**src/rtl/sprite_pkg.sv**
```systemverilog
// Shared constants and slot state encoding for the sprite row renderer.
package sprite_pkg;
  localparam int H_ACTIVE = 640;
  localparam int V_ACTIVE = 480;
  localparam int COORD_W  = 10;

  typedef enum logic [1:0] {
    S_IDLE,
    S_WAIT_ROW,
    S_ACTIVE,
    S_DONE
  } slot_state_t;
endpackage

```
**src/rtl/sprite_slot.sv**
```systemverilog
// One sprite slot: frame shadows, vertical row FSM, horizontal run counters,
// bitmap index register (stage1) and combinational bitmap lookup.
module sprite_slot
  import sprite_pkg::*;
#(
  parameter int SPR_W = 11,
  parameter int SPR_H = 8,
  parameter int CW    = 10
) (
  input  logic                   i_clk,
  input  logic                   i_reset,
  input  logic                   i_pix_en,
  input  logic                   i_frame_start,
  input  logic [CW-1:0]          i_x,
  input  logic [CW-1:0]          i_y,
  input  logic [CW-1:0]          i_x_obj,
  input  logic [CW-1:0]          i_y_obj,
  input  logic                   i_alive,
  input  logic [3:0]             i_mult,
  input  logic [SPR_W*SPR_H-1:0] i_bmp_r,
  input  logic [SPR_W*SPR_H-1:0] i_bmp_g,
  input  logic [SPR_W*SPR_H-1:0] i_bmp_b,
  output logic                   o_r,
  output logic                   o_g,
  output logic                   o_b,
  output logic                   o_opaque
);
  localparam int NPIX  = SPR_W * SPR_H;
  localparam int IDX_W = $clog2(NPIX);
  localparam int COL_W = $clog2(SPR_W);
  localparam logic [IDX_W-1:0] TOP_IDX   = IDX_W'(NPIX - 1);
  localparam logic [IDX_W-1:0] ROW_STEP  = IDX_W'(SPR_W);
  localparam logic [IDX_W-1:0] LAST_BASE = IDX_W'(SPR_W * (SPR_H - 1));
  localparam logic [COL_W-1:0] COL_LAST  = COL_W'(SPR_W - 1);
  localparam logic [CW-1:0]    X_LAST    = CW'(H_ACTIVE - 1);
  localparam logic [CW-1:0]    X_LIM     = CW'(H_ACTIVE);
  localparam logic [CW-1:0]    Y_LIM     = CW'(V_ACTIVE);

  logic [CW-1:0]    r_x_lat, r_y_lat;
  logic             r_alive;
  logic [3:0]       r_mult;
  slot_state_t      r_state, w_state_nxt;
  logic [IDX_W-1:0] r_base, w_base, w_base_nxt;   // row * SPR_W, kept additively
  logic [3:0]       r_sub_y, w_sub_y, w_sub_y_nxt;
  logic             r_run, w_run_nxt;
  logic [COL_W-1:0] r_col, w_col, w_col_nxt;
  logic [3:0]       r_sub_x, w_sub_x, w_sub_x_nxt;
  logic             w_line_end, w_start_v, w_vact, w_run_start, w_in_run;
  logic [3:0]       w_mult_last;
  logic             r_on;
  logic [IDX_W-1:0] r_idx;

  // Frame shadows: game logic may change inputs at any time, only these are used
  always_ff @(posedge i_clk) begin
    if (i_reset) begin
      r_x_lat <= '0;
      r_y_lat <= '0;
      r_alive <= 1'b0;
      r_mult  <= '0;
    end else if (i_frame_start) begin
      r_x_lat <= i_x_obj;
      r_y_lat <= i_y_obj;
      r_alive <= i_alive;
      r_mult  <= (i_mult == 4'd0) ? 4'd1 : i_mult;
    end
  end

  // Next state for the vertical FSM and the run counters. A row that starts on
  // this very pixel (x==0) is treated as already active so X_lat==0 still draws.
  always_comb begin
    w_mult_last = r_mult - 4'd1;
    w_line_end  = i_pix_en && (i_x == X_LAST);
    w_start_v   = i_pix_en && (r_state == S_WAIT_ROW) && (i_x == '0) &&
                  (i_y == r_y_lat) && (r_y_lat < Y_LIM);
    w_vact      = (r_state == S_ACTIVE) || w_start_v;
    w_base      = w_start_v ? '0 : r_base;
    w_sub_y     = w_start_v ? '0 : r_sub_y;
    w_run_start = i_pix_en && w_vact && (i_x == r_x_lat) && (r_x_lat < X_LIM);
    w_in_run    = w_run_start || r_run;
    w_col       = w_run_start ? '0 : r_col;
    w_sub_x     = w_run_start ? '0 : r_sub_x;

    w_state_nxt = r_state;
    w_base_nxt  = w_base;
    w_sub_y_nxt = w_sub_y;
    w_run_nxt   = w_in_run;
    w_col_nxt   = w_col;
    w_sub_x_nxt = w_sub_x;

    if (w_start_v) w_state_nxt = S_ACTIVE;

    if (i_pix_en && w_in_run) begin
      if (w_sub_x == w_mult_last) begin
        w_sub_x_nxt = '0;
        if (w_col == COL_LAST) w_run_nxt = 1'b0;
        else                   w_col_nxt = w_col + COL_W'(1);
      end else begin
        w_sub_x_nxt = w_sub_x + 4'd1;
      end
    end

    // Line end clips the run and steps the vertical scaler
    if (w_line_end) begin
      w_run_nxt = 1'b0;
      if (w_vact) begin
        if (w_sub_y == w_mult_last) begin
          w_sub_y_nxt = '0;
          if (w_base == LAST_BASE) w_state_nxt = S_DONE;
          else                     w_base_nxt  = w_base + ROW_STEP;
        end else begin
          w_sub_y_nxt = w_sub_y + 4'd1;
        end
      end
    end

    if (i_frame_start) begin
      w_state_nxt = S_WAIT_ROW;
      w_run_nxt   = 1'b0;
    end
  end

  // Vertical FSM state register
  always_ff @(posedge i_clk) begin
    if (i_reset) r_state <= S_IDLE;
    else         r_state <= w_state_nxt;
  end

  // Row/column counters
  always_ff @(posedge i_clk) begin
    if (i_reset) begin
      r_base  <= '0;
      r_sub_y <= '0;
      r_run   <= 1'b0;
      r_col   <= '0;
      r_sub_x <= '0;
    end else begin
      r_base  <= w_base_nxt;
      r_sub_y <= w_sub_y_nxt;
      r_run   <= w_run_nxt;
      r_col   <= w_col_nxt;
      r_sub_x <= w_sub_x_nxt;
    end
  end

  // Stage1: capture coverage and bitmap index of the presented pixel
  always_ff @(posedge i_clk) begin
    if (i_reset) begin
      r_on  <= 1'b0;
      r_idx <= '0;
    end else if (i_pix_en) begin
      r_on  <= w_in_run && r_alive;
      r_idx <= TOP_IDX - (w_base + IDX_W'(w_col));
    end
  end

  assign o_r      = r_on & i_bmp_r[r_idx];
  assign o_g      = r_on & i_bmp_g[r_idx];
  assign o_b      = r_on & i_bmp_b[r_idx];
  assign o_opaque = o_r | o_g | o_b;
endmodule

```
**src/rtl/sprite_row_renderer.sv**
```systemverilog
// Row of NUM_SLOTS scaled sprites: per-slot renderers, OR-merged colour
// (stage2) and sticky shot-hit flags.
module sprite_row_renderer #(
  parameter int NUM_SLOTS = 5,
  parameter int SPR_W     = 11,
  parameter int SPR_H     = 8,
  parameter int COORD_W   = 10
) (
  input  logic                         CLK,
  input  logic                         reset,
  input  logic                         PIX_EN,
  input  logic                         FRAME_START,
  input  logic [COORD_W-1:0]           X_VGA,
  input  logic [COORD_W-1:0]           Y_VGA,
  input  logic [NUM_SLOTS*COORD_W-1:0] X_OBJETO,
  input  logic [NUM_SLOTS*COORD_W-1:0] Y_OBJETO,
  input  logic [NUM_SLOTS-1:0]         ALIVE,
  input  logic [3:0]                   MULTIPLICADOR,
  input  logic [SPR_W*SPR_H-1:0]       BITMAP_R,
  input  logic [SPR_W*SPR_H-1:0]       BITMAP_G,
  input  logic [SPR_W*SPR_H-1:0]       BITMAP_B,
  input  logic                         SHOT_PIXEL,
  input  logic [NUM_SLOTS-1:0]         HIT_ACK,
  output logic                         R_VGA,
  output logic                         G_VGA,
  output logic                         B_VGA,
  output logic [NUM_SLOTS-1:0]         HIT
);
  logic [NUM_SLOTS-1:0] w_r, w_g, w_b, w_opq;
  logic                 r_s1_vld, r_s1_shot;
  logic [2:0]           r_rgb;
  logic [NUM_SLOTS-1:0] r_hit;

  for (genvar i = 0; i < NUM_SLOTS; i++) begin : g_slot
    sprite_slot #(.SPR_W(SPR_W), .SPR_H(SPR_H), .CW(COORD_W)) u_slot (
      .i_clk        (CLK),
      .i_reset      (reset),
      .i_pix_en     (PIX_EN),
      .i_frame_start(FRAME_START),
      .i_x          (X_VGA),
      .i_y          (Y_VGA),
      .i_x_obj      (X_OBJETO[i*COORD_W +: COORD_W]),
      .i_y_obj      (Y_OBJETO[i*COORD_W +: COORD_W]),
      .i_alive      (ALIVE[i]),
      .i_mult       (MULTIPLICADOR),
      .i_bmp_r      (BITMAP_R),
      .i_bmp_g      (BITMAP_G),
      .i_bmp_b      (BITMAP_B),
      .o_r          (w_r[i]),
      .o_g          (w_g[i]),
      .o_b          (w_b[i]),
      .o_opaque     (w_opq[i])
    );
  end

  // Stage1 pixel-valid and shot delay, aligned with the slot index registers
  always_ff @(posedge CLK) begin
    if (reset) begin
      r_s1_vld  <= 1'b0;
      r_s1_shot <= 1'b0;
    end else begin
      r_s1_vld  <= PIX_EN;
      r_s1_shot <= PIX_EN & SHOT_PIXEL;
    end
  end

  // Stage2 colour: OR of all slots, held between pixels
  always_ff @(posedge CLK) begin
    if (reset)         r_rgb <= '0;
    else if (r_s1_vld) r_rgb <= {|w_r, |w_g, |w_b};
  end

  // Sticky hits; a new hit in the ack cycle wins
  always_ff @(posedge CLK) begin
    if (reset) r_hit <= '0;
    else       r_hit <= (r_hit & ~HIT_ACK) |
                        ({NUM_SLOTS{r_s1_vld & r_s1_shot}} & w_opq);
  end

  assign {R_VGA, G_VGA, B_VGA} = r_rgb;
  assign HIT = r_hit;
endmodule

```
**config.mk**
```make
export PLATFORM = sky130hd
export DESIGN_NAME = sprite_row_renderer
export DESIGN_NICKNAME = d
export VERILOG_FILES = /design/src/rtl/sprite_pkg.sv /design/src/rtl/sprite_slot.sv /design/src/rtl/sprite_row_renderer.sv
export SDC_FILE = /design/constraint.sdc
export NUM_CORES = 1
export LEC_CHECK = 0
export ABC_AREA = 1
export ABC_CLOCK_PERIOD_IN_PS = 3600
export CORE_AREA = 4 4 292 294
export CTS_CLUSTER_SIZE = 20
export DETAILED_ROUTE_END_ITERATION = 8
export DIE_AREA = 0 0 296 298
export SLEW_MARGIN = 20
export SYNTH_ARGS = -nofsm -noshare
export SYNTH_HDL_FRONTEND = slang
export SYNTH_SLANG_ARGS = --single-unit
```
**constraint.sdc**
```tcl
create_clock -name CLK -period 3.6 [get_ports CLK]
set_clock_uncertainty 0.05 [all_clocks]
set_input_delay 0.36 -clock CLK [delete_from_list [all_inputs] [get_ports CLK]]
set_output_delay 0.36 -clock CLK [all_outputs]
set_load 0.02 [all_outputs]
```
==> results.md, run 1 <==
- Slew Viols, Final: 0
- GRT Residual Overflow: 0
- Initial Util: 0.347
- Design area: 36500 sq um
- Post-Syn Nets: 5690
- Critical Path AT: about 3600 ps
- Fin util: 0.440
- Outcome: completed
- DRT Wirelength: 142000 microns
- Largest cells by area after synthesis: nand2_1 (20%), dfxtp_1 (19%), nand3_1 (13%)
- CTS resizes: 0
- Die area: 88200 sq um
- DP HPWL: 103000 microns
- WL per Instance: around 21 microns
- Number of synthesized flops with an enable pin: 0
- Crit-path cells: inv_1, nand2_1, nand2_1, nor2_1, nand2_1, nor2_1, nand3_4, nand2_2, nand2_4, buf_4, inv_1, nor2_1, inv_1, ha_1, ha_1, fa_1, a21oi_1, nor2_1, nor2_1, xor2_1, a21oi_1
- Post-DP Area: 35200 sq um
- Fill count: ~9k
- Vias: 37.3k
- Pwr per Cell Area: 297 nW/um^2
- Max VDD drop: 0.301 mV
- Clk_lat worst skew: 530 ps
- Fin nets: 6062
- Fin Hold WS: 286 ps
- CTS tree: done
- # H-tree levels: 2
- Main combinational cell family by area after synthesis: simple AND/OR/NAND/NOR gates
- Critical Path End Type: register
- Vias in the first global route: 34.4k
- I/O Buffers: 410
- Area grow syn2layout: 26.8%
- Io pins: 411
- Hold buffer count at cts: 0
- Post-Route Setup TNS: 0 ps
- First-pass GRT wire length: 209000 microns
- Post-synth cell types: 50
- Worst EP required: 3960 ps
- Die W: 296 microns
- Reg2reg path depth: 21
- Pint: about 6900 uW
- Yosys top cell area share: 0.200
- Clock root buffer: clkbuf_16
- Net Sw Frac: 0.360
- Initial drt markers: just under 4k
- Initial antenna violation count: 21
- Final setup violation count: 0
- DRT Pass-1 Iters: 7
- Clock share of power: 0.355
- Post-route minimum period: 3200 ps
- Cell Area, Synth: 28800 sq um
- Routed vias/inst: 5.57
- Max clock buf depth: 3
- Register area share after synthesis: 0.187
- Hold Path Class: input port to register
- Overall power: 10800 uW
- Clock Sinks: 269
- Routed Antenna Nets: 0
- TritonCTS Buffers: 34
- Gpl congestion: 1.01
- Syn Inst Count: 5213
- CP dominant cell by count: nor2_1
- Leakage: 0.0165 uW
- Max cap viols: 0
- DRC viols: 0
- Core area: slightly above 80000 sq um
- Mux share of post-synthesis cell area: 0
- Post-CTS Repair Setup Buffers: 0
- Most used DFF post-synth: dfxtp_1
- Post-synthesis register bit count: roughly 270
- Synth Area in Adders: 0.0335
- Worst Max-Slew Pin Slew: 1020 ps
- Crit path max-delay cell type: fa_1
- Largest net degree at the start of global routing: 143
- Comb pwr share: 0.345
- Max-slew headroom: 0.320
- Yosys warning count: 0
- # rows: 106
- Die height: 298 microns
- Fin. Hold Viols: 0
- Post-synthesis simple-gate area fraction: 0.425
- Setup CP Type: register to register
- Synth Area in Compound Gates: 0.217
- Post-Synth XOR/XNOR Area: 0.0234
- P_sw: 3890 uW
- Seq pwr share: 0.299
- Top cell type by total area after synthesis: nand2_1
- Fin crit share: 0.889
- Slowest cell delay on critical path: around 460 ps
- CP Max Fanout: 4
- Post-synth ARST share: 0
- WHS Path Cells: 4
- RSZ-0062 raised after global routing: false
- Overall routing resource usage: 0.305
- Syn avg cell area: 5.52 sq um
- Share of cells above drive strength 1: 0.0833
- Clk pin slew, worst setup/hold paths: around 60 ps
- Fmax: 312 MHz
- CP startpoint kind: register
[worst max-delay path: cells and delay by family (launching register included)]
family                   cells  cell delay, ps
adder cells (fa/ha/maj)      3             920
AO/OA/AOI/OAI                2             230
XOR/XNOR                     1             150
flip-flops                   1             330
buffers and inverters        4             370
AND/OR/NAND/NOR             11            1040
[per-stage QoR]
step | cells | setup slack [ps]
2_1_floorplan | 5213 | 381
5_1_grt | 6690 | 70.7
3_3_place_gp | 6629 | -81.4
3_5_place_dp | 6629 | -134
4_1_cts | 6687 | 377
6_report | 6699 | 398
[synth_stat cells (all sizes together) (2+ instances only)]
master,instances
o22ai,8
xnor2,30
a211oi,4
o21ai,487
nand4,45
o211ai,185
a31oi,5
nor3b,2
nand3,759
fa,5
xor2,45
nor3,28
o211a,7
nor4,8
a21oi,432
clkbuf,234
nand2,1559
inv,464
o21a,2
or2,12
dfxtp,269
buf,111
nor2,417
nand3b,4
clkinv,17
ha,69
[worst paths after layout]
| kind | startpoint | slack, ps | endpoint |
|---|---|---|---|
| setup / recovery | g_slot[3].u_slot.r_y_lat[6] | 400 | g_slot[3].u_slot.r_idx[5] |
| hold / removal | PIX_EN | 290 | r_s1_shot |
| setup reg to reg | g_slot[3].u_slot.r_y_lat[6] | 400 | g_slot[3].u_slot.r_idx[5] |
| hold reg to reg | HIT[0] | 410 | HIT[0] |
[cell type report]
cell class	instances	area, sq um	area share
multi-input combinational	4118	20100	0.551
timing repair buffer	681	6510	0.179
antenna	12	30.0	0.000824
inverter	481	1810	0.0497
clock buffer	45	965	0.0265
sequential	269	5430	0.149
clock inverter	13	275	0.00755
tap	1080	1350	0.0371
[sequential cells by signal, summed over array words and instances (netlist names)]
signal                 flops
g_slot.u_slot.r_state     10
g_slot.u_slot.r_y_lat     50
r_s1_shot                  1
r_rgb                      3
g_slot.u_slot.r_alive      5
g_slot.u_slot.r_on         5
g_slot.u_slot.r_col       20
g_slot.u_slot.r_idx       35
g_slot.u_slot.r_sub_y     20
g_slot.u_slot.r_run        5
r_s1_vld                   1
g_slot.u_slot.r_sub_x     20
HIT                        5
g_slot.u_slot.r_mult       4
g_slot.u_slot.r_x_lat     50
g_slot.u_slot.r_base      35
[logic make-up (layout without fill, tap and decap cells)]
kind of cell / count (synthesis) / after routing
AOI/OAI and AO/OA: 1132 / 1132
xor gates and xnor gates: 75 / 75
adders and majority gates: 74 / 74
buffers and inverters: 826 / 1220
DFF: 269 / 269
other: 0 / 12
and+or+nand+nor: 2837 / 2837
[layout by cell type (no fill, tap or decap), drive strengths merged, types with 185 or more instances in the layout]
| cell type | Yosys | routed |
|---|---|---|
| a21oi | 432 | 432 |
| clkdlybuf4s50 | 0 | 407 |
| buf | 111 | 274 |
| inv | 464 | 468 |
| o211ai | 185 | 185 |
| nor2 | 417 | 417 |
| o21ai | 487 | 487 |
| nand2 | 1559 | 1559 |
| nand3 | 759 | 759 |
| dfxtp | 269 | 269 |
[layer usage]
metal / vias up / share of wire / track usage
met4: 16 / 0.074 / 0.193
li1: 18000 / - / -
met5: - / 0.00078 / 0
met1: 16800 / 0.40 / 0.389
met3: 499 / 0.11 / 0.0689
met2: 2024 / 0.42 / 0.464
[power by group through the flow]
stage / registers [uW] / clock network (uW) / logic (uW)
6_report: 3240 / 3850 / 3740
2_1_floorplan: 3220 / 0 / 2050
3_5_place_dp: 3300 / 0 / 3620
5_1_grt: 3250 / 4030 / 4030
3_3_place_gp: 3300 / 0 / 3600
4_1_cts: 3230 / 3920 / 3640
(Power assumes the default switching activity.)
==> run 2: changes to the inputs <==
--- a/config.mk
+++ b/config.mk
@@ -11,6 +11,7 @@
 export CTS_CLUSTER_SIZE = 20
 export DETAILED_ROUTE_END_ITERATION = 8
 export DIE_AREA = 0 0 296 298
+export PLACE_DENSITY = 0.52
 export SLEW_MARGIN = 20
 export SYNTH_ARGS = -nofsm -noshare
 export SYNTH_HDL_FRONTEND = slang
==> run 2 against run 1 <==
Effect of this change: global-route usage grew 0.12 points; critical endpoint is now g_slot[0].u_slot.r_idx[6]; critical path type is now input port to register; maximum frequency fell by 1.4%; combinational power barely moved; cell area is 0.83% lower.
==> results.md, run 2 (synthesis results as in run 1) <==
- Final WS setup: 352 ps (-46.2 ps)
- Final setup violation count: 0 (unchanged)
- Die W: 296 microns (unchanged)
- Hold_sp: FRAME_START
- Commonest non-fill, non-tap cell in the layout: nand2_1
- Clk pin slew, worst setup/hold paths: 60 ps (about the same)
- Most frequent cells in the layout: nand2_1 (1534), nand3_1 (744), o21ai_0 (481)
- Vias in the first global route: 34.3k (-0.16%)
- DRT Wirelength: 141000 microns (-0.21%)
- CTS resizes: 0 (unchanged)
- Area grow syn2layout: 25.7%
- Post-CTS Repair Setup Buffers: 0 (unchanged)
- GRT Residual Overflow: 0 (unchanged)
- Post-Route Setup TNS: 0 ps (unchanged)
- DRT Pass-1 Iters: 6 (-1)
- Placed Cells: 6624 (-0.075%)
- Fin util: 0.436 (-0.00364)
- Routed met1 length: 56800 microns (+0.37%)
- Fmax: 308 MHz (-1.4%)
- First-pass GRT wire length: 211000 microns (+0.85%)
- Overall routing resource usage: 0.306 (+0.00120)
- Io pins: 411 (unchanged)
- Outcome: completed
- Hold buffer count at cts: 0 (unchanged)
- CP dominant cell by count: nand2_1
- Routed wl met2: 63600 microns (+7.0%)
- Biggest regs: g_slot.u_slot.r_x_lat: 50 flops, g_slot.u_slot.r_y_lat: 50 flops
- Clk_lat worst skew: 570 ps (+40 ps)
- Non-filler cells, final: 6682 (-0.25%)
- Max VDD drop: 0.322 mV (+6.9%)
- Pwr per Cell Area: 281 nW/um^2 (-5.2%)
- Gpl congestion: 0.994 (-1.7%)
- Fin nets: 6054 (-0.13%)
- Die height: 298 microns (unchanged)
- # H-tree levels: 1 (-1)
- Worst EP required: 4000 ps (+40 ps)
- CTS tree: done
- # rows: 106 (unchanged)
- Clock root buffer: clkbuf_16
- Fin crit share: 0.902 (+0.0128)
- Clock Sinks: 269 (unchanged)
- Core area: 82900 sq um (unchanged)
- Share of cells above drive strength 1: 0.0820 (-0.00128)
- WL per Instance: 21.2 microns (about the same)
- Post-route minimum period: 3250 ps (+46.2 ps)
- Max layer used: met5
- DP HPWL: 102000 microns (-0.72%)
- TritonCTS Buffers: 31 (-8.8%)
- Setup CP Type: input port to register
- Slowest cell delay on critical path: 530 ps (+70 ps)
- Initial drt markers: 3665 (-7.5%)
- CP Max Fanout: 10 (+6)
- Initial antenna violation count: 6 (-71%)
- Critical Path End Type: register
- Fin Hold WS: 197 ps (-88.5 ps)
- Largest net degree at the start of global routing: 147 (+2.8%)
- Fin. Hold Viols: 0 (unchanged)
- Hold Path Class: input port to register
- Initial Util: 0.347 (unchanged)
- RSZ-0062 raised after global routing: false
- Max clock buf depth: 3 (unchanged)
- Die area: 88200 sq um (unchanged)
- CP Launch Point: Y_VGA[1]
- DRC viols: 0 (unchanged)
- I/O Buffers: 410 (unchanged)
- Routed Antenna Nets: 0 (unchanged)
- Routed vias/inst: 5.48 (-1.7%)
- CP startpoint kind: input port
- DP Worst Slack: -174 ps (-40.2 ps)
- Vias: 36.6k (-2.0%)
- Leakage: 0.0164 uW (-0.75%)
- Worst Max-Slew Pin Slew: 1150 ps (+135 ps)
- Critical Path AT: 3650 ps (+90 ps)
- Crit path max-delay cell type: clkdlybuf4s50_1
- Max-slew headroom: 0.229 (-0.0902)
- Wire length on met3: 12500 microns (-17%)
- Worst reg2reg path startpoint: g_slot[3].u_slot.r_y_lat[6]
- Slew Viols, Final: 0 (unchanged)
- Max cap viols: 0 (unchanged)
- Crit-path cells: clkdlybuf4s50_1, inv_2, buf_4, nand2_1, nand2_1, nor2_1, nand2_1, nor2_1, nand3_2, buf_4, nand2_1, inv_1, ha_1, inv_1, ha_1, a21oi_1, inv_1, a31oi_1, nor2_1, o21ai_0, xor2_1, a21oi_1
[run 2: cell count changes in the layout (fill, tap and decap cells not counted), sizes merged]
| cell | delta |
|---|---|
| buf | -5 |
| bufinv | -7 |
| clkinv | +3 |
| diode | -7 |
| inv | -1 |
[run 2: area by class of cell]
class	instances	area, sq um
Antenna cell	5	12.5
Clock buffer	45	940
Clock inverter	8	66.3
Fill cell	8997	46700
Inverter	481	1810
Multi-Input combinational cell	4118	20100
Sequential cell	269	5430
Tap cell	1080	1350
Timing Repair Buffer	676	6460
[run 2: report_power, final]
part | internal (uW) | switching [uW] | leakage, uW
registers | 3100 | 169 | 0.00221
clock network | 1860 | 1320 | 0.000506
logic | 1370 | 2360 | 0.0137
[run 2: metal layers]
layer | global-route usage | up-vias
li1 | - | 18000
met2 | 0.506 | 1772
met1 | 0.391 | 16400
met5 | 0 | -
met3 | 0.0432 | 426
met4 | 0.150 | 2
[run 2: path summary, 6_finish.rpt]
kind | end | slack [ps] | depth (start not counted)
max | g_slot[0].u_slot.r_idx[6] | 350 | 22
min | g_slot[4].u_slot.r_state[0] | 200 | 3
min reg2reg | HIT[2] | 420 | 2
max reg2reg | g_slot[3].u_slot.r_idx[6] | 390 | 23
[run 2: critical path, delay by kind of cell]
family                   cells  cell delay [ps]
buffers and inverters        7             1090
XOR/XNOR                     1              170
adder cells (fa/ha/maj)      2              550
AO/OA/AOI/OAI                4              620
AND/OR/NAND/NOR              8              860
[run 2: per-stage QoR]
stage          cell area (sq um)  total power [uW]
2_1_floorplan              28800              5270
3_3_place_gp               35100              6960
3_5_place_dp               35100              6960
4_1_cts                    36100             10200
5_1_grt                    36200             10700
6_report                   36200             10200
